[src/rtl/gen_pulsos_pkg.sv]
`default_nettype none
// ============================================================================
//  Module      : gen_pulsos_pkg
//  Description : Shared constants and state type for the radar pulse
//                generator (generador_pulsos) and its PRI counter.
//  Revision    : 1.0 - initial release
// ============================================================================
package gen_pulsos_pkg;

    // State encoding of the pulse FSM
    localparam logic [1:0] IDLE    = 2'd0;
    localparam logic [1:0] TX      = 2'd1;
    localparam logic [1:0] ESCUCHA = 2'd2;
    localparam logic [1:0] FIN     = 2'd3;

    // Default counter widths
    localparam int CNT_W_DEF = 32;
    localparam int NP_W_DEF  = 16;

    // Shortest PRI that still leaves one off cycle after a one-cycle pulse
    localparam int PER_MIN = 2;

    typedef enum logic [1:0] {
        S_IDLE    = IDLE,
        S_TX      = TX,
        S_ESCUCHA = ESCUCHA,
        S_FIN     = FIN
    } estado_t;

endpackage
`default_nettype wire

[src/rtl/contador_pri.sv]
`default_nettype none
// ============================================================================
//  Module      : contador_pri
//  Description : Loadable down-counter with terminal-count flag. Holds the
//                number of cycles left in the current TX or ESCUCHA phase,
//                counting the present cycle; o_tc marks the last one.
//  Revision    : 1.0 - initial release
// ============================================================================
module contador_pri #(
    parameter int CNT_W = 32
) (
    input  logic             clk,
    input  logic             rst,
    input  logic             i_load,
    input  logic [CNT_W-1:0] i_load_val,
    input  logic             i_dec,
    output logic             o_tc
);

    logic [CNT_W-1:0] r_cnt;

    // Load has priority; otherwise count down and rest at zero
    always_ff @(posedge clk or negedge rst) begin
        if (!rst) begin
            r_cnt <= '0;
        end else if (i_load) begin
            r_cnt <= i_load_val;
        end else if (i_dec && (r_cnt != '0)) begin
            r_cnt <= r_cnt - CNT_W'(1);
        end
    end

    assign o_tc = (r_cnt == CNT_W'(1));

endmodule
`default_nettype wire

[src/rtl/generador_pulsos.sv]
`default_nettype none
// ============================================================================
//  Module      : generador_pulsos
//  Description : Radar pulse-timing stage. Emits the transmit window `sinc`
//                once per PRI of `periodo` clocks, `ancho` clocks wide, for
//                a burst of `n_pulsos` PRIs (0 = continuous). Reports PRI
//                ticks, pulse index, busy and burst completion.
//                Optional RX blanking output enabled by the macro
//                GEN_PULSOS_BLANKING_EN.
//  Revision    : 1.0 - initial release
// ============================================================================
module generador_pulsos
    import gen_pulsos_pkg::*;
#(
    parameter int CNT_W = CNT_W_DEF,
    parameter int NP_W  = NP_W_DEF
`ifdef GEN_PULSOS_BLANKING_EN
    ,
    parameter int GUARD = 8
`endif
) (
    input  logic             clk,
    input  logic             rst,
    input  logic             en,
    input  logic [CNT_W-1:0] periodo,
    input  logic [CNT_W-1:0] ancho,
    input  logic [NP_W-1:0]  n_pulsos,
    output logic             sinc,
    output logic             pri_tick,
    output logic [NP_W-1:0]  pulse_idx,
    output logic             busy,
`ifdef GEN_PULSOS_BLANKING_EN
    output logic             rx_blank,
`endif
    output logic             done
);

    estado_t          r_state;
    estado_t          w_state_nxt;
    logic             r_en;
    logic [CNT_W-1:0] r_per_sh;
    logic [CNT_W-1:0] r_anc_sh;
    logic [NP_W-1:0]  r_np_sh;

    logic [CNT_W-1:0] w_per_eff;
    logic [CNT_W-1:0] w_anc_eff;
    logic             w_start;
    logic             w_more;
    logic [NP_W:0]    w_idx_ext;

    logic             w_cnt_load;
    logic [CNT_W-1:0] w_cnt_val;
    logic             w_cnt_tc;

    logic             w_tick_nxt;
    logic             w_done_nxt;
    logic [NP_W-1:0]  w_idx_nxt;

    // Period is floored at PER_MIN; width is capped so each PRI keeps an off cycle
    assign w_per_eff = (periodo < CNT_W'(PER_MIN)) ? CNT_W'(PER_MIN) : periodo;
    assign w_anc_eff = (ancho > (w_per_eff - CNT_W'(1))) ? (w_per_eff - CNT_W'(1)) : ancho;

    // Another PRI is owed when continuous, or when idx+1 is still inside the burst
    assign w_idx_ext = {1'b0, pulse_idx} + (NP_W+1)'(1);
    assign w_more    = (r_np_sh == '0) || (w_idx_ext < {1'b0, r_np_sh});

    contador_pri #(
        .CNT_W (CNT_W)
    ) u_contador_pri (
        .clk        (clk),
        .rst        (rst),
        .i_load     (w_cnt_load),
        .i_load_val (w_cnt_val),
        .i_dec      (1'b1),
        .o_tc       (w_cnt_tc)
    );

    // Run request is sampled once so the FSM acts on en one edge later
    always_ff @(posedge clk or negedge rst) begin
        if (!rst) begin
            r_en <= 1'b0;
        end else begin
            r_en <= en;
        end
    end

    // Next-state, phase counter reload and next output values
    always_comb begin
        w_state_nxt = r_state;
        w_start     = 1'b0;
        w_cnt_load  = 1'b0;
        w_cnt_val   = '0;
        w_tick_nxt  = 1'b0;
        w_done_nxt  = 1'b0;
        w_idx_nxt   = pulse_idx;

        case (r_state)
            S_IDLE: begin
                if (r_en) begin
                    w_start   = 1'b1;
                    w_idx_nxt = '0;
                end
            end
            S_TX: begin
                if (w_cnt_tc) begin
                    w_state_nxt = S_ESCUCHA;
                    w_cnt_load  = 1'b1;
                    w_cnt_val   = r_per_sh - r_anc_sh;
                end
            end
            S_ESCUCHA: begin
                if (w_cnt_tc) begin
                    if (r_en && w_more) begin
                        w_start   = 1'b1;
                        w_idx_nxt = pulse_idx + NP_W'(1);
                    end else if (!w_more) begin
                        w_state_nxt = S_FIN;
                        w_done_nxt  = 1'b1;
                    end else begin
                        w_state_nxt = S_IDLE;
                    end
                end
            end
            S_FIN: begin
                // Hold here until en is released so a finished burst never retriggers
                if (!r_en) begin
                    w_state_nxt = S_IDLE;
                end
            end
            default: begin
                w_state_nxt = S_IDLE;
            end
        endcase

        // A PRI start skips TX entirely when the effective width is zero
        if (w_start) begin
            w_tick_nxt = 1'b1;
            w_cnt_load = 1'b1;
            if (w_anc_eff != '0) begin
                w_state_nxt = S_TX;
                w_cnt_val   = w_anc_eff;
            end else begin
                w_state_nxt = S_ESCUCHA;
                w_cnt_val   = w_per_eff;
            end
        end
    end

    // State register and registered outputs
    always_ff @(posedge clk or negedge rst) begin
        if (!rst) begin
            r_state   <= S_IDLE;
            sinc      <= 1'b0;
            pri_tick  <= 1'b0;
            pulse_idx <= '0;
            busy      <= 1'b0;
            done      <= 1'b0;
        end else begin
            r_state   <= w_state_nxt;
            sinc      <= (w_state_nxt == S_TX);
            pri_tick  <= w_tick_nxt;
            pulse_idx <= w_idx_nxt;
            busy      <= (w_state_nxt == S_TX) || (w_state_nxt == S_ESCUCHA);
            done      <= w_done_nxt;
        end
    end

    // Shadow copies of the timing inputs, refreshed only at PRI start
    always_ff @(posedge clk or negedge rst) begin
        if (!rst) begin
            r_per_sh <= '0;
            r_anc_sh <= '0;
            r_np_sh  <= '0;
        end else if (w_start) begin
            r_per_sh <= w_per_eff;
            r_anc_sh <= w_anc_eff;
            r_np_sh  <= n_pulsos;
        end
    end

`ifdef GEN_PULSOS_BLANKING_EN
    logic [CNT_W-1:0] r_guard;
    logic [CNT_W-1:0] w_guard_nxt;
    logic             w_blank_nxt;

    // Blank through TX, then for GUARD cycles of ESCUCHA; a new PRI clears it
    always_comb begin
        w_guard_nxt = '0;
        w_blank_nxt = 1'b0;
        if (w_state_nxt == S_TX) begin
            w_blank_nxt = 1'b1;
        end else if ((r_state == S_TX) && (w_state_nxt == S_ESCUCHA)) begin
            w_guard_nxt = CNT_W'(GUARD);
            w_blank_nxt = (GUARD > 0);
        end else if ((r_state == S_ESCUCHA) && (w_state_nxt == S_ESCUCHA) && !w_start) begin
            w_guard_nxt = (r_guard != '0) ? (r_guard - CNT_W'(1)) : '0;
            w_blank_nxt = (r_guard > CNT_W'(1));
        end
    end

    // Guard countdown and registered blanking output
    always_ff @(posedge clk or negedge rst) begin
        if (!rst) begin
            r_guard  <= '0;
            rx_blank <= 1'b0;
        end else begin
            r_guard  <= w_guard_nxt;
            rx_blank <= w_blank_nxt;
        end
    end
`endif

endmodule
`default_nettype wire

[config.mk]
export PLATFORM = sky130hd
export DESIGN_NAME = generador_pulsos
export DESIGN_NICKNAME = d
export VERILOG_FILES = /design/src/rtl/gen_pulsos_pkg.sv /design/src/rtl/contador_pri.sv /design/src/rtl/generador_pulsos.sv
export SDC_FILE = /design/constraint.sdc
export NUM_CORES = 1
export LEC_CHECK = 0
export ABC_CLOCK_PERIOD_IN_PS = 8100
export CORE_MARGIN = 2
export CORE_UTILIZATION = 50
export CTS_CLUSTER_DIAMETER = 120
export DETAILED_ROUTE_END_ITERATION = 8
export GPL_TIMING_DRIVEN = 0
export MAX_ROUTING_LAYER = met4
export PLACE_DENSITY_LB_ADDON = 0.1
export SYNTH_ARGS = -nofsm -noshare
export SYNTH_HDL_FRONTEND = slang
export SYNTH_SLANG_ARGS = --single-unit
[constraint.sdc]
create_clock -name clk -period 8.1 [get_ports clk]
set_clock_uncertainty 0.2 [all_clocks]
set_input_delay 1.62 -clock clk [delete_from_list [all_inputs] [get_ports clk]]
set_output_delay 1.62 -clock clk [all_outputs]
set_load 0.03 [all_outputs]
Yosys cells after proc, flatten, opt, wreduce, memory -nomap -nowiden

Index checks and enable logic that the tools add are counted.

Input bits: 83
Output and inout bits: 20
Word-level logic and storage cells: 70
Register bits: 135

Multiplexer cells: 32
Equality and inequality tests: 9
Add/subtract/negate cells: 5
Reduce and logical (&&, ||, !) cells: 10
Magnitude comparators: 3

Operators with widths:

| kind                                                         | count |
|---|---|
| 2-to-1 mux 32 bit                                            | 8 |
| nonzero test 32 bit                                          | 2 |
| subtractor 32 x 1 -> 32 bit (second input constant)          | 2 |
| 2-to-1 mux 16 bit                                            | 3 |
| == test 32 x 1 -> 1 bit (second input constant)              | 1 |
| > comparator 32 bit                                          | 1 |
| less-than comparator 32 x 2 -> 1 bit (second input constant) | 1 |
| one-hot mux 16 bit (2 select lines)                          | 1 |
| subtractor 32 bit                                            | 1 |
| adder 16 x 1 -> 17 bit (second input constant)               | 1 |
| less-than comparator 17 x 16 -> 1 bit                        | 1 |
| adder 16 x 1 -> 16 bit (second input constant)               | 1 |
| logical NOT 16 bit                                           | 1 |
| 2-to-1 mux 2 bit                                             | 7 |
| 2-to-1 mux 1 bit                                             | 11 |
| == test 2 bit (second input constant)                        | 3 |
| one-hot mux 2 bit (3 select lines)                           | 1 |
| == test 2 x 1 -> 1 bit (second input constant)               | 2 |
| inequality test 2 bit (second input constant)                | 2 |
| AND reduction 4 bit                                          | 1 |
| nonzero test 2 bit                                           | 2 |
| logical NOT 2 bit                                            | 1 |
| logical OR 1 bit                                             | 2 |
| inequality test 2 x 1 -> 1 bit (second input constant)       | 1 |
| 2 further kinds                                              | 2 |

Depth between registers and ports, before layout

Gate-level depths: netlist of the first run.

Depth in word-level cells: 10
Mapped depth: 28
Gate-level depth less buffers: 22

By module

From an unflattened synthesis of the first run, not the netlist that was laid out.

Cells, all modules: 1331
Area total of the unflattened synthesis: 10894.2 sq um

Modules (own cells, without submodules):

| module           | times used | area an instance (sq um) | cells each | sequential area each (sq um) |
|---|---|---|---|---|
| generador_pulsos | 1          | 8822.2                   | 1098       | 2577.5 |
| contador_pri     | 1          | 2072.0                   | 233        | 800.8 |

Worst setup path after synthesis of the first run

OpenSTA, ideal clock, no wires.

Path kind: input -> register
Start point: in periodo[19]
End point: reg busy
Data arrival time: 6.898 ns
Stages on the path: 25
Library setup time: 0.113 ns
Data required time: 7.787 ns
Path slack: 0.889 ns
Cells stage by stage: or4_4 or4_1 buf_6 nor3_2 a21oi_1 ha_1 clkbuf_1 nor3b_1 nand4_1 xor2_1 ha_1 a21oi_1 nand2_1 a21o_1 o41ai_1 nand2_1 mux2_2 a211oi_2 and2_1 buf_6 buf_6 nor2_1 o21a_1 ha_1 inv_1

Cells in the longest elaborated chain, start to end: 10
Elaborated cells on any way between the ends: 11
Those cells by class: add/sub (1); order compare (2); eq/ne (2); mux (4); reduce/logical (2)

Ends and longest elaborated chain:

| what                                                           | line                    | source |
|---|---|---|
| from (decl)                                                    | generador_pulsos.sv:25  | `input logic [CNT_W-1:0] periodo,` |
| less-than comparator 32 x 2 -> 1 bit                           | generador_pulsos.sv:60  | `assign w_per_eff = (periodo < CNT_W'(PER_MIN)) ? CNT_W'(PER_MIN) : periodo;` |
| 2-to-1 mux 32 bit *                                            | generador_pulsos.sv:60  |  |
| subtractor 32 x 1 -> 32 bit *                                  | generador_pulsos.sv:61  | `assign w_anc_eff = (ancho > (w_per_eff - CNT_W'(1))) ? (w_per_eff - CNT_W'(1)) : ancho;` |
| > comparator 32 bit                                            | generador_pulsos.sv:61  |  |
| 2-to-1 mux 32 bit *                                            | generador_pulsos.sv:61  |  |
| nonzero test 32 bit *                                          | generador_pulsos.sv:139 | `if (w_anc_eff != '0) begin` |
| 2-to-1 mux 2 bit *                                             | generador_pulsos.sv:139 |  |
| 2-to-1 mux 2 bit *                                             | generador_pulsos.sv:136 | `if (w_start) begin` |
| net w_state_nxt[0]                                             | generador_pulsos.sv:39  | `estado_t w_state_nxt;` |
| == test 2 x 1 -> 1 bit / == test 2 bit (equally long branches) | generador_pulsos.sv:163 | `busy <= (w_state_nxt == S_TX) \|\| (w_state_nxt == S_ESCUCHA);` |
| logical OR 1 bit *                                             | generador_pulsos.sv:163 |  |
| to (signal assigned)                                           | generador_pulsos.sv:163 |  |
| to (decl)                                                      | generador_pulsos.sv:31  | `output logic busy,` |

The timed path passes the listed nets; every way through them passes the cells marked *.
A chain may end at the register's enable or synchronous reset.

Worst setup path in the final report of the first run

Start point: in periodo[23]
End point: reg busy

Same word-level chain as after synthesis.

==> qor_table.md, run 1 <==
| Group | Metric | This run |
|---|---|---|
| finish | Multi-input combinational cell area | 6720 µm² |
| worst setup path | R2r worst-path depth | 16 |
| drt | Routed length on met1 | 15100 µm |
| synth | Number of synthesized flops with an enable pin | 0 |
| synth | Top cells by count, synth | 224 x sky130_fd_sc_hd__nand2_1, 135 x sky130_fd_sc_hd__dfrtp_1, 104 x sky130_fd_sc_hd__a21oi_1 |
| placed design | Count of port buffers added during placement | 96 |
| drt | Detailed-routed wire length on met3 | 2420 µm |
| clock tree | CTS tree | done |
| clock tree | Number of buffers inserted during clock tree synthesis | 17 |
| clock tree | Bufs on Longest Clock Path | 2 |
| synth | Top FF cell, synth | sky130_fd_sc_hd__dfrtp_1 |
| min path | Hold crit path type | flop to flop |
| finish | Share of post-route cells with drive strength above 1 | 0.0568 |
| min path | HP Start | r_anc_sh[12]$_DFFE_PN0P_ |
| worst setup path | Register-to-register setup slack | 1.79 ns |
| drt | Drt first pass iters | 5 |
| pwr | Pwr dens | 330 nW/µm² |
| global route | Wire length of the first global-routing pass | 55200 µm |
| timing | Summed negative setup slack over all endpoints | 0 ns |
| clock tree | Post-CTS Hold Fix Bufs | 0 |
| clock tree | H-tree Lvls | 4 |
| timing | Final period util | 0.971 |
| floorplan | Ports | 103 |
| timing | Timing-limited maximum frequency | 127 MHz |
| pwr | Peak supply drop | 176 µV |
| global route | Residual overflow from global routing | 0 |
| synth | Cell Area, Synth | 10500 µm² |
| worst setup path | Required time of the critical path | 8.22 ns |
| placed design | GPL Wtd Cong | 0.974 |
| placed design | Detailed Place HPWL | 28000 µm |
| floorplan | Die ar. | 22200 µm² |
| global route | Gr usage total | 0.339 |
| finish | Share of the core filled with cells | 0.607 |
| drt | Met2 Routed Length | 17100 µm |
| synth | Area contributors post-synth | sky130_fd_sc_hd__dfrtp_1 32%, sky130_fd_sc_hd__ha_1 9.9%, sky130_fd_sc_hd__nand2_1 8.0%, sky130_fd_sc_hd__a21oi_1 4.9%, sky130_fd_sc_hd__o21ai_0 4.4% |
| min path | Min-Delay Endpoint | r_anc_sh[12]$_DFFE_PN0P_ |
| synth | Flip-flop and latch count after synthesis | 135 |
| timing | Fin. Hold Viols | 0 |
| pwr | Leakage Power | 0.00554 µW |
| finish | Number of nets in the finished design | 1615 |
| worst setup path | Type of the setup path with the least slack | input port to flop |
| worst setup path | Type of element capturing the critical path | flop |
| drt | Number of nets with antenna violations after detailed routing | 0 |
| synth | Share of flip-flops with an asynchronous set or reset | 1.00 |
| timing | Number of pins exceeding their max-slew limit in the final report | 0 |
| global route | Vias in the first global route | 10000 |
| clock tree | Root Buffer Master | sky130_fd_sc_hd__clkbuf_16 |
| synth | Portion of the post-synthesis area used by sequential elements | 0.321 |
| drt | Via density per instance | 5.97 |
| finish | Antenna cell count | 0 |
| synth | Synthesized instance count | 1328 |
| worst setup path | Data arrival at the endpoint of the critical path | 7.99 ns |
| drt | WL final | 36100 µm |
| timing | Headroom to the max-slew limit | 0.0449 |
| timing | Final critical delay including setup and external delays | 7.86 ns |
| synth | Dominant cell type by area after synthesis | sky130_fd_sc_hd__dfrtp_1 |
| timing | Setup Viol. Count Final | 0 |
| job | Maximum Capacitance Violations | 0 |
| synth | Share of the synthesized area in the top cell type | 0.321 |
| min path | Count of cells along the worst hold path | 1 |
| synth | Top-count cell post-synth | sky130_fd_sc_hd__nand2_1 |
| synth | Syn avg cell area | 7.93 µm² |
| floorplan | Initial Util | 0.506 |
| drt | Number of DRC markers after the initial detailed-route iteration | 923 |
| clock tree | CTS Sinks | 135 |
| worst setup path | Largest fanout on the critical path | 10 |
| status | Status | finished clean |
| worst setup path | Launch point of the worst reg-to-reg path | pulse_idx[0]$_DFFE_PN0P_ |
| synth | Syn nets | 1495 |
| drt | Wire per inst | 20.8 µm |
| finish | Area growth from synthesis to layout | 20.2% |
| floorplan | Site Rows | 53 |
| drt | Uppermost layer routed | met4 |
| floorplan | Chip height | 149 µm |
| clock tree | Clock insertion delay at the later pin of the skew report | 0.43 ns |
| timing | Tightest hold margin | 0.277 ns |
| synth | Synth warnings | 0 |
| clock tree | Clock-pin transition on the worst setup and hold timing paths | 0.06 ns |
| worst setup path | Reg-to-reg endpoint | u_contador_pri.r_cnt[22]$_DFFE_PN0P_ |
| global route | Antenna violations before repair | 0 |
| timing | Slew @ Worst Pin | 1.43 ns |
| floorplan | Area inside the core boundary | 20800 µm² |
| synth | Synth cell types | 73 |
| drt | Detailed-route DRC error count | 0 |
| finish | Number of filler cells placed in the layout | 1970 |
| worst setup path | Worst setup SP type | input port |
| drt | Vias | 10400 |
| floorplan | Horizontal die dimension | 149 µm |
| finish | FF/Latch Area | 3380 µm² |
| global route | Maximum number of pins on one net before global-route repair | 72 |
[power by group]
| part | leakage, µW | internal (µW) | total (µW) | switching (µW) |
|---|---|---|---|---|
| sequential | 0.00164 | 962 | 1160 | 203 |
| combinational | 0.00360 | 903 | 2190 | 1280 |
| clock | 0.000299 | 507 | 819 | 311 |
[flip-flops by register name (all words and copies together), names as in the netlist]
signal and cells:
u_contador_pri.r_cnt 32, sinc 1, pulse_idx 16, r_per_sh 32
busy 1, pri_tick 1, r_anc_sh 32, r_en 1
done 1, r_np_sh 16, r_state 2
[metrics by stage]
stage	power (µW)	cells	cell area, µm²	setup WS [ns]
after detailed placement	3290	1700	11900	-1.63
after CTS	4130	1731	12600	0.0310
after global routing	4490	1735	12600	-0.0486
after global placement	3240	1699	11800	-1.68
final	4170	1735	12600	0.237
after floorplan	2720	1328	10500	0.889
[cell type report]
type | instances | area share
timing repair buffer | 103 | 0.0822
buffer | 61 | 0.0210
clock buffer | 20 | 0.0369
inverter | 77 | 0.0228
clock inverter | 11 | 0.0116
multi-input combinational | 1053 | 0.531
sequential | 135 | 0.267
tap | 275 | 0.0272
[critical path, stage by stage]
cell and delay, ns:
sky130_fd_sc_hd__clkdlybuf4s50_1 0.61, sky130_fd_sc_hd__or4_1 0.63, sky130_fd_sc_hd__or3_1 0.46, sky130_fd_sc_hd__nor3_4 0.32, sky130_fd_sc_hd__a21oi_2 0.13, sky130_fd_sc_hd__ha_2 0.30, sky130_fd_sc_hd__nor3b_1 0.16, sky130_fd_sc_hd__nand4_1 0.20
sky130_fd_sc_hd__nor2_1 0.08, sky130_fd_sc_hd__xnor2_1 0.15, sky130_fd_sc_hd__ha_1 0.32, sky130_fd_sc_hd__nand4_1 0.18, sky130_fd_sc_hd__nor4_4 0.36, sky130_fd_sc_hd__buf_4 0.18, sky130_fd_sc_hd__nor2b_1 0.16, sky130_fd_sc_hd__o41ai_2 0.13
sky130_fd_sc_hd__nand2_1 0.20, sky130_fd_sc_hd__mux2_2 0.44, sky130_fd_sc_hd__a211oi_4 0.25, sky130_fd_sc_hd__and2_1 0.17, sky130_fd_sc_hd__buf_6 0.15, sky130_fd_sc_hd__buf_6 0.19, sky130_fd_sc_hd__nor2_1 0.07, sky130_fd_sc_hd__o21a_1 0.21
sky130_fd_sc_hd__ha_1 0.28, sky130_fd_sc_hd__inv_1 0.03
[metal layers]
metal  vias up  global-route usage
met1      4865               0.422
met5         -                   -
met2       448               0.560
met3        85              0.0434
li1       4963                   -
met4         0               0.140
[logic make-up (layout without fill, tap and decap cells)]
group	Yosys count	in the layout	share of synthesized area
simple gates	540	540	0.248
mux	5	5	0.00487
buf+inv	140	272	0.0531
fa+ha+maj	84	84	0.101
xor+xnor	76	76	0.0632
flops	135	135	0.321
compound gates	348	348	0.209
[how the worst max path moves through the flow]
stage | slack, ns | end | cells past startpoint | startpoint
global route | -0.05 | busy$_DFF_PN0_ | 26 | periodo[13]
finish | 0.24 | busy$_DFF_PN0_ | 26 | periodo[23]
CTS | 0.03 | busy$_DFF_PN0_ | 25 | periodo[25]
detailed placement | -1.63 | busy$_DFF_PN0_ | 25 | periodo[5]
floorplan | 0.89 | busy$_DFF_PN0_ | 25 | periodo[19]
global placement | -1.68 | busy$_DFF_PN0_ | 25 | periodo[5]
[timing repair]
action / in CTS / in global routing
pin swaps: 1 / 5
setup buffers: 1 / 5
endpoints found under the setup margin: 67 / 50
gates resized for setup: 16 / 10
[cells in the final DEF, fill, tap and decap left out, types with 5 or more instances in the layout]
| cell type | n |
|---|---|
| sky130_fd_sc_hd__a211oi_1 | 20 |
| sky130_fd_sc_hd__a21o_1 | 30 |
| sky130_fd_sc_hd__a21oi_1 | 103 |
| sky130_fd_sc_hd__a221oi_1 | 5 |
| sky130_fd_sc_hd__a31oi_1 | 11 |
| sky130_fd_sc_hd__and2_1 | 11 |
| sky130_fd_sc_hd__and3_1 | 13 |
| sky130_fd_sc_hd__buf_4 | 6 |
| sky130_fd_sc_hd__buf_6 | 5 |
| sky130_fd_sc_hd__clkbuf_1 | 49 |
| sky130_fd_sc_hd__clkbuf_16 | 17 |
| sky130_fd_sc_hd__clkdlybuf4s50_1 | 93 |
| sky130_fd_sc_hd__dfrtp_1 | 135 |
| sky130_fd_sc_hd__ha_1 | 82 |
| sky130_fd_sc_hd__inv_1 | 76 |
| sky130_fd_sc_hd__nand2_1 | 223 |
| sky130_fd_sc_hd__nand2b_1 | 25 |
| sky130_fd_sc_hd__nand3_1 | 35 |
| sky130_fd_sc_hd__nand3b_1 | 5 |
| sky130_fd_sc_hd__nand4_1 | 21 |
| sky130_fd_sc_hd__nor2_1 | 89 |
| sky130_fd_sc_hd__nor2b_1 | 6 |
| sky130_fd_sc_hd__nor3_1 | 24 |
| sky130_fd_sc_hd__nor3_2 | 5 |
| sky130_fd_sc_hd__nor4_1 | 28 |
| sky130_fd_sc_hd__o211ai_1 | 10 |
| sky130_fd_sc_hd__o21a_1 | 9 |
| sky130_fd_sc_hd__o21ai_0 | 92 |
| sky130_fd_sc_hd__o21bai_1 | 7 |
| sky130_fd_sc_hd__o31a_1 | 6 |
| sky130_fd_sc_hd__o31ai_1 | 13 |
| sky130_fd_sc_hd__or3_1 | 16 |
| sky130_fd_sc_hd__or4_1 | 14 |
| sky130_fd_sc_hd__xnor2_1 | 41 |
| sky130_fd_sc_hd__xor2_1 | 33 |
No activity file was read; power rests on OpenSTA's default activity.
==> inputs of run 2 (changes only) <==
--- a/config.mk
+++ b/config.mk
@@ -6,9 +6,9 @@
 export NUM_CORES = 1
 export LEC_CHECK = 0
 export ABC_CLOCK_PERIOD_IN_PS = 8100
-export CORE_MARGIN = 2
+export CORE_MARGIN = 10
 export CORE_UTILIZATION = 50
-export CTS_CLUSTER_DIAMETER = 120
+export CTS_CLUSTER_DIAMETER = 40
 export DETAILED_ROUTE_END_ITERATION = 8
 export GPL_TIMING_DRIVEN = 0
 export MAX_ROUTING_LAYER = met4
==> qor_table.md, run 2 (synthesis gave the netlist of run 1 again) <==
| Group | Metric | This run | Change |
|---|---|---|---|
| status | Status | finished clean |  |
| drt | Wire per inst | 21.8 µm | +4.9% |
| clock tree | CTS tree | done |  |
| drt | Uppermost layer routed | met4 |  |
| timing | Headroom to the max-slew limit | 0.376 | +0.331 |
| placed design | Pre-CTS setup slack | -1.87 ns | -0.244 ns |
| placed design | GPL Wtd Cong | 0.996 | +2.3% |
| floorplan | Die ar. | 27300 µm² | +23% |
| drt | Detailed-route DRC error count | 0 | unchanged |
| timing | Setup slack after layout | 0.232 ns | -0.00465 ns |
| floorplan | Chip height | 165 µm | +11% |
| finish | Number of nets in the finished design | 1614 | -0.062% |
| placed design | Number of cells after detailed placement | 1700 | unchanged |
| finish | Antenna cell count | 0 | unchanged |
| floorplan | Ports | 103 | unchanged |
| finish | Largest registers | r_anc_sh: 32 flops, r_per_sh: 32 flops, u_contador_pri.r_cnt: 32 flops |  |
| timing | Timing-limited maximum frequency | 127 MHz | about the same |
| timing | Setup Viol. Count Final | 0 | unchanged |
| finish | Final standard cell count with taps included and fillers excluded | 1735 | unchanged |
| drt | Vias | 10400 | +0.70% |
| floorplan | Initial Util | 0.504 | -0.00160 |
| min path | Hold crit path type | flop to flop |  |
| placed design | Detailed Place HPWL | 29300 µm | +4.7% |
| finish | Most common cell after layout, fill and taps aside | sky130_fd_sc_hd__nand2_1 |  |
| worst setup path | Required time of the critical path | 8.24 ns | +0.02 ns |
| clock tree | Bufs on Longest Clock Path | 2 | unchanged |
| pwr | Pwr dens | 337 nW/µm² | +2.3% |
| global route | Antenna violations before repair | 0 | unchanged |
| global route | Residual overflow from global routing | 0 | unchanged |
| timing | Fin. Hold Viols | 0 | unchanged |
| timing | Slew @ Worst Pin | 0.930 ns | -0.500 ns |
| clock tree | Root Buffer Master | sky130_fd_sc_hd__clkbuf_16 |  |
| finish | Share of the core filled with cells | 0.610 | +0.00214 |
| pwr | Peak supply drop | 163 µV | -6.9% |
| global route | Vias in the first global route | 10400 | +3.7% |
| global route | Wire length of the first global-routing pass | 58400 µm | +5.9% |
| floorplan | Horizontal die dimension | 165 µm | +11% |
| worst setup path | Type of element capturing the critical path | flop |  |
| timing | Final period util | 0.971 | about the same |
| clock tree | Clock-pin transition on the worst setup and hold timing paths | 0.06 ns | about the same |
| worst setup path | Type of the setup path with the least slack | input port to flop |  |
| pwr | Power consumption | 4300 µW | +3.0% |
| clock tree | H-tree Lvls | 4 | unchanged |
| worst setup path | Largest fanout on the critical path | 10 | unchanged |
| finish | Share of post-route cells with drive strength above 1 | 0.0575 | +0.000685 |
| clock tree | Number of buffers inserted during clock tree synthesis | 17 | unchanged |
| global route | Gr usage total | 0.288 | -0.0510 |
| drt | WL final | 37800 µm | +4.9% |
| drt | Met2 Routed Length | 17700 µm | +3.0% |
| timing | Summed negative setup slack over all endpoints | 0 ns | unchanged |
| drt | Number of DRC markers after the initial detailed-route iteration | 823 | -11% |
| floorplan | Site Rows | 53 | unchanged |
| clock tree | Clock insertion delay at the later pin of the skew report | 0.44 ns | about the same |
| drt | Via density per instance | 6.01 | +0.70% |
| drt | Routed length on met1 | 15600 µm | +3.5% |
| drt | Detailed-routed wire length on met3 | 3080 µm | +27% |
| finish | Area growth from synthesis to layout | 21.0% |  |
| finish | Number of filler cells placed in the layout | 1956 | -0.71% |
| drt | Number of nets with antenna violations after detailed routing | 0 | unchanged |
| worst setup path | Data arrival at the endpoint of the critical path | 8.01 ns | +0.02 ns |
| drt | Drt first pass iters | 6 | +1 |
| worst setup path | Worst setup SP type | input port |  |
| floorplan | Area inside the core boundary | 20900 µm² | +0.32% |
| timing | Final critical delay including setup and external delays | 7.87 ns | +0.00465 ns |
| clock tree | CTS Sinks | 135 | unchanged |
| job | Maximum Capacitance Violations | 0 | unchanged |
| global route | Maximum number of pins on one net before global-route repair | 87 | +21% |
| pwr | Leakage Power | 0.00558 µW | +0.84% |
| placed design | Count of port buffers added during placement | 96 | unchanged |
| timing | Number of pins exceeding their max-slew limit in the final report | 0 | unchanged |
| clock tree | Post-CTS Hold Fix Bufs | 0 | unchanged |
| finish | Most frequent cells in the layout | 224 x sky130_fd_sc_hd__nand2_1, 135 x sky130_fd_sc_hd__dfrtp_1, 103 x sky130_fd_sc_hd__a21oi_1 |  |
run 2: where the power goes:
group          switching [µW]  internal, µW  total (µW)
sequential                205           962        1170
clock                     319           611         930
combinational            1300           902        2200
total                    1820          2480        4300
run 2: what timing repair did:
action	CTS	global route
setup buffers	2	2
pin swaps	3	3
endpoints found under the setup margin	67	42
resized for setup	17	11
run 2: final timing paths:
path	startpoint	endpoint	slack, ns	cells after the start
worst min-delay path	r_anc_sh[23]$_DFFE_PN0P_	r_anc_sh[23]$_DFFE_PN0P_	0.28	2
worst max register to register	pulse_idx[0]$_DFFE_PN0P_	u_contador_pri.r_cnt[22]$_DFFE_PN0P_	1.66	16
max in group asynchronous	rst	r_per_sh[28]$_DFFE_PN0P_	5.98	2
min in group asynchronous	rst	r_state[0]$_DFF_PN0_	0.92	1
worst min register to register	r_anc_sh[23]$_DFFE_PN0P_	r_anc_sh[23]$_DFFE_PN0P_	0.28	2
worst max-delay path	periodo[18]	busy$_DFF_PN0_	0.23	27
run 2: cell type report:
type | instances | area (µm²) | share of cell area
Inverter | 77 | 289 | 0.0227
Buffer | 61 | 265 | 0.0208
Clock inverter | 11 | 215 | 0.0169
Timing Repair Buffer | 102 | 1030 | 0.0809
Sequential cell | 135 | 3380 | 0.265
Tap cell | 275 | 344 | 0.0270
Multi-Input combinational cell | 1053 | 6730 | 0.529
Clock buffer | 21 | 480 | 0.0377
run 2: metal layers:
metal	global-route usage	vias up
met5	-	-
met4	0.119	0
met3	0.0550	101
met2	0.460	467
met1	0.352	4900
li1	-	4966
run 2: metrics by stage:
step	instance area [µm²]	hold WS [ns]
4_1_cts	12700	0.279
3_5_place_dp	11900	0.265
5_1_grt	12700	0.301
6_report	12700	0.279
3_3_place_gp	11800	0.261
2_1_floorplan	10500	0.249
run 2: worst max-delay path, stage by stage:
cell,delay (ns)
sky130_fd_sc_hd__clkdlybuf4s50_1,0.53
sky130_fd_sc_hd__or4_4,0.61
sky130_fd_sc_hd__or4_1,0.43
sky130_fd_sc_hd__buf_6,0.17
sky130_fd_sc_hd__nor3_4,0.32
sky130_fd_sc_hd__a21oi_2,0.16
sky130_fd_sc_hd__ha_4,0.25
sky130_fd_sc_hd__nor3b_1,0.15
sky130_fd_sc_hd__nand4_1,0.22
sky130_fd_sc_hd__nor2_1,0.09
sky130_fd_sc_hd__xnor2_1,0.15
sky130_fd_sc_hd__ha_1,0.32
sky130_fd_sc_hd__nand4_1,0.19
sky130_fd_sc_hd__nor4_4,0.36
sky130_fd_sc_hd__buf_4,0.17
sky130_fd_sc_hd__nor2b_1,0.15
sky130_fd_sc_hd__o41ai_2,0.13
sky130_fd_sc_hd__nand2_1,0.20
sky130_fd_sc_hd__mux2_2,0.44
sky130_fd_sc_hd__a211oi_4,0.21
sky130_fd_sc_hd__and2_1,0.17
sky130_fd_sc_hd__buf_6,0.16
sky130_fd_sc_hd__buf_6,0.19
sky130_fd_sc_hd__nor2_1,0.07
sky130_fd_sc_hd__o21a_1,0.20
sky130_fd_sc_hd__ha_1,0.28
sky130_fd_sc_hd__inv_1,0.03
==> inputs of run 3 (changes only) <==
--- a/config.mk
+++ b/config.mk
@@ -13,6 +13,7 @@
 export GPL_TIMING_DRIVEN = 0
 export MAX_ROUTING_LAYER = met4
 export PLACE_DENSITY_LB_ADDON = 0.1
+export SLEW_MARGIN = 5
 export SYNTH_ARGS = -nofsm -noshare
 export SYNTH_HDL_FRONTEND = slang
 export SYNTH_SLANG_ARGS = --single-unit
==> qor_table.md, run 3 (synthesis gave the netlist of run 1 again) <==
| Group | Metric | This run | Change |
|---|---|---|---|
| status | Status | finished clean |  |
| job | Maximum Capacitance Violations | 0 | unchanged |
| min path | Hold crit path type | flop to flop |  |
| timing | Setup Viol. Count Final | 0 | unchanged |
| drt | Number of nets with antenna violations after detailed routing | 0 | unchanged |
| placed design | Total cell area at the placement stage | 11900 µm² | unchanged |
| floorplan | Site Rows | 53 | unchanged |
| clock tree | Clock insertion delay at the later pin of the skew report | 0.44 ns | about the same |
| finish | Antenna cell count | 0 | unchanged |
| finish | Most frequent cells in the layout | 224 x sky130_fd_sc_hd__nand2_1, 135 x sky130_fd_sc_hd__dfrtp_1, 103 x sky130_fd_sc_hd__a21oi_1 |  |
| pwr | Pwr dens | 337 nW/µm² | about the same |
| timing | Final period util | 0.970 | about the same |
| placed design | Detailed Place HPWL | 29300 µm | unchanged |
| clock tree | Root Buffer Master | sky130_fd_sc_hd__clkbuf_16 |  |
| worst setup path | Data arrival at the endpoint of the critical path | 7.99 ns | -0.02 ns |
| floorplan | Initial Util | 0.504 | unchanged |
| floorplan | Area inside the core boundary | 20900 µm² | unchanged |
| timing | Timing-limited maximum frequency | 127 MHz | about the same |
| floorplan | Horizontal die dimension | 165 µm | unchanged |
| worst setup path | Largest stage delay, worst path | 0.60 ns | about the same |
| finish | Share of post-route cells with drive strength above 1 | 0.0576 | about the same |
| clock tree | CTS Sinks | 135 | unchanged |
| timing | Slew @ Worst Pin | 0.929 ns | -0.000788 ns |
| global route | Gr usage total | 0.288 | unchanged |
| global route | Vias in the first global route | 10400 | unchanged |
| timing | Number of pins exceeding their max-slew limit in the final report | 0 | unchanged |
| global route | Wire length of the first global-routing pass | 58400 µm | unchanged |
| placed design | GPL Wtd Cong | 0.996 | unchanged |
| timing | Final critical delay including setup and external delays | 7.86 ns | -0.00785 ns |
| floorplan | Chip height | 165 µm | unchanged |
| drt | Number of DRC markers after the initial detailed-route iteration | 831 | +0.97% |
| global route | Residual overflow from global routing | 0 | unchanged |
| drt | WL final | 37700 µm | -0.22% |
| worst setup path | Type of the setup path with the least slack | input port to flop |  |
| timing | Fin. Hold Viols | 0 | unchanged |
| finish | Share of the core filled with cells | 0.610 | unchanged |
| worst setup path | Largest fanout on the critical path | 10 | unchanged |
| clock tree | Bufs on Longest Clock Path | 2 | unchanged |
| clock tree | H-tree Lvls | 4 | unchanged |
| clock tree | CTS tree | done |  |
| global route | Antenna violations before repair | 0 | unchanged |
| worst setup path | Worst setup SP type | input port |  |
| floorplan | Ports | 103 | unchanged |
| drt | Via density per instance | 6.01 | -0.13% |
| finish | Largest registers | r_anc_sh: 32 flops, r_per_sh: 32 flops, u_contador_pri.r_cnt: 32 flops |  |
| drt | Vias | 10400 | -0.19% |
| pwr | Peak supply drop | 160 µV | -2.0% |
| worst setup path | Required time of the critical path | 8.23 ns | about the same |
| worst setup path | Type of element capturing the critical path | flop |  |
| worst setup path | Highest-delay cell along the critical path | sky130_fd_sc_hd__clkdlybuf4s50_1 |  |
| pwr | Leakage Power | 0.00558 µW | about the same |
| drt | Detailed-route DRC error count | 0 | unchanged |
| global route | Maximum number of pins on one net before global-route repair | 87 | unchanged |
| drt | Wire per inst | 21.8 µm | -0.16% |
| finish | Area growth from synthesis to layout | 21.0% | unchanged |
| drt | Drt first pass iters | 5 | -1 |
| clock tree | Clock-pin transition on the worst setup and hold timing paths | 0.06 ns | about the same |
| finish | Design area | 12700 µm² | unchanged |
| timing | Headroom to the max-slew limit | 0.381 | +0.00529 |
| finish | Number of filler cells placed in the layout | 1957 | +0.051% |
| placed design | Count of port buffers added during placement | 96 | unchanged |
| floorplan | Die ar. | 27300 µm² | unchanged |
| finish | Number of nets in the finished design | 1613 | -0.062% |
| clock tree | Post-CTS Hold Fix Bufs | 0 | unchanged |
| finish | Most common cell after layout, fill and taps aside | sky130_fd_sc_hd__nand2_1 |  |
| clock tree | Number of buffers inserted during clock tree synthesis | 17 | unchanged |
run 3: cell count changes in the layout (fill, tap and decap cells not counted), sizes merged:
| cell | delta |
|---|---|
| buf | -1 |
run 3: repair_timing:
item                                    CTS  global route
pin swaps                                 3             3
endpoints found under the setup margin   67            42
buffers inserted                          2             2
gates resized for setup                  17            11
run 3: final timing paths:
path / from / slack [ns] / cells past startpoint / endpoint
min in group asynchronous: rst / 0.93 / 1 / r_state[0]$_DFF_PN0_
max in group asynchronous: rst / 5.97 / 2 / r_per_sh[28]$_DFFE_PN0P_
worst min register to register: r_anc_sh[24]$_DFFE_PN0P_ / 0.28 / 1 / r_anc_sh[24]$_DFFE_PN0P_
worst max register to register: pulse_idx[0]$_DFFE_PN0P_ / 1.67 / 16 / u_contador_pri.r_cnt[22]$_DFFE_PN0P_
worst max-delay path: periodo[25] / 0.24 / 26 / busy$_DFF_PN0_
worst min-delay path: r_anc_sh[24]$_DFFE_PN0P_ / 0.28 / 1 / r_anc_sh[24]$_DFFE_PN0P_
run 3: report_power, final:
| part | switching (µW) | internal, µW | leakage (µW) | total, µW |
|---|---|---|---|---|
| registers | 205 | 962 | 0.00164 | 1170 |
| clock network | 315 | 611 | 0.000340 | 926 |
| logic | 1300 | 903 | 0.00360 | 2200 |
| total | 1820 | 2480 | 0.00558 | 4290 |
run 3: per-stage QoR:
stage               hold WS, ns  setup slack (ns)  std cells  TNS [ns]  total power, µW
global placement          0.261             -1.88       1699   -128.58             3260
finish                    0.280             0.240       1734         0             4290
global route              0.301           -0.0573       1734   -0.0573             4620
CTS                       0.279            0.0570       1733         0             4240
floorplan                 0.249             0.889       1328         0             2720
detailed placement        0.265             -1.87       1700    -91.69             3300
run 3: worst max-delay path: cells and delay by family:
kind / cells / cell delay [ns]
AOI/OAI and AO/OA: 5 / 1.32
xor gates and xnor gates: 1 / 0.18
adders and majority gates: 3 / 0.80
buffers and inverters: 6 / 1.37
muxes: 1 / 0.41
and+or+nand+nor: 10 / 2.28
run 3: layer usage:
metal,global-route usage,vias to the layer above,routed length (µm)
met4,0.119,0,1440
met5,-,-,0
met1,0.352,4909,15900
met2,0.460,443,17700
li1,-,4963,-
met3,0.0550,99,2750
run 3: final cells by class:
cell class / count / area [µm²] / share of cell area
buffer: 61 / 265 / 0.0208
clock buffer: 21 / 480 / 0.0377
clock inverter: 11 / 215 / 0.0169
inverter: 77 / 289 / 0.0227
multi-input combinational: 1053 / 6740 / 0.529
sequential: 135 / 3380 / 0.265
tap: 275 / 344 / 0.0270
timing repair buffer: 101 / 1020 / 0.0805
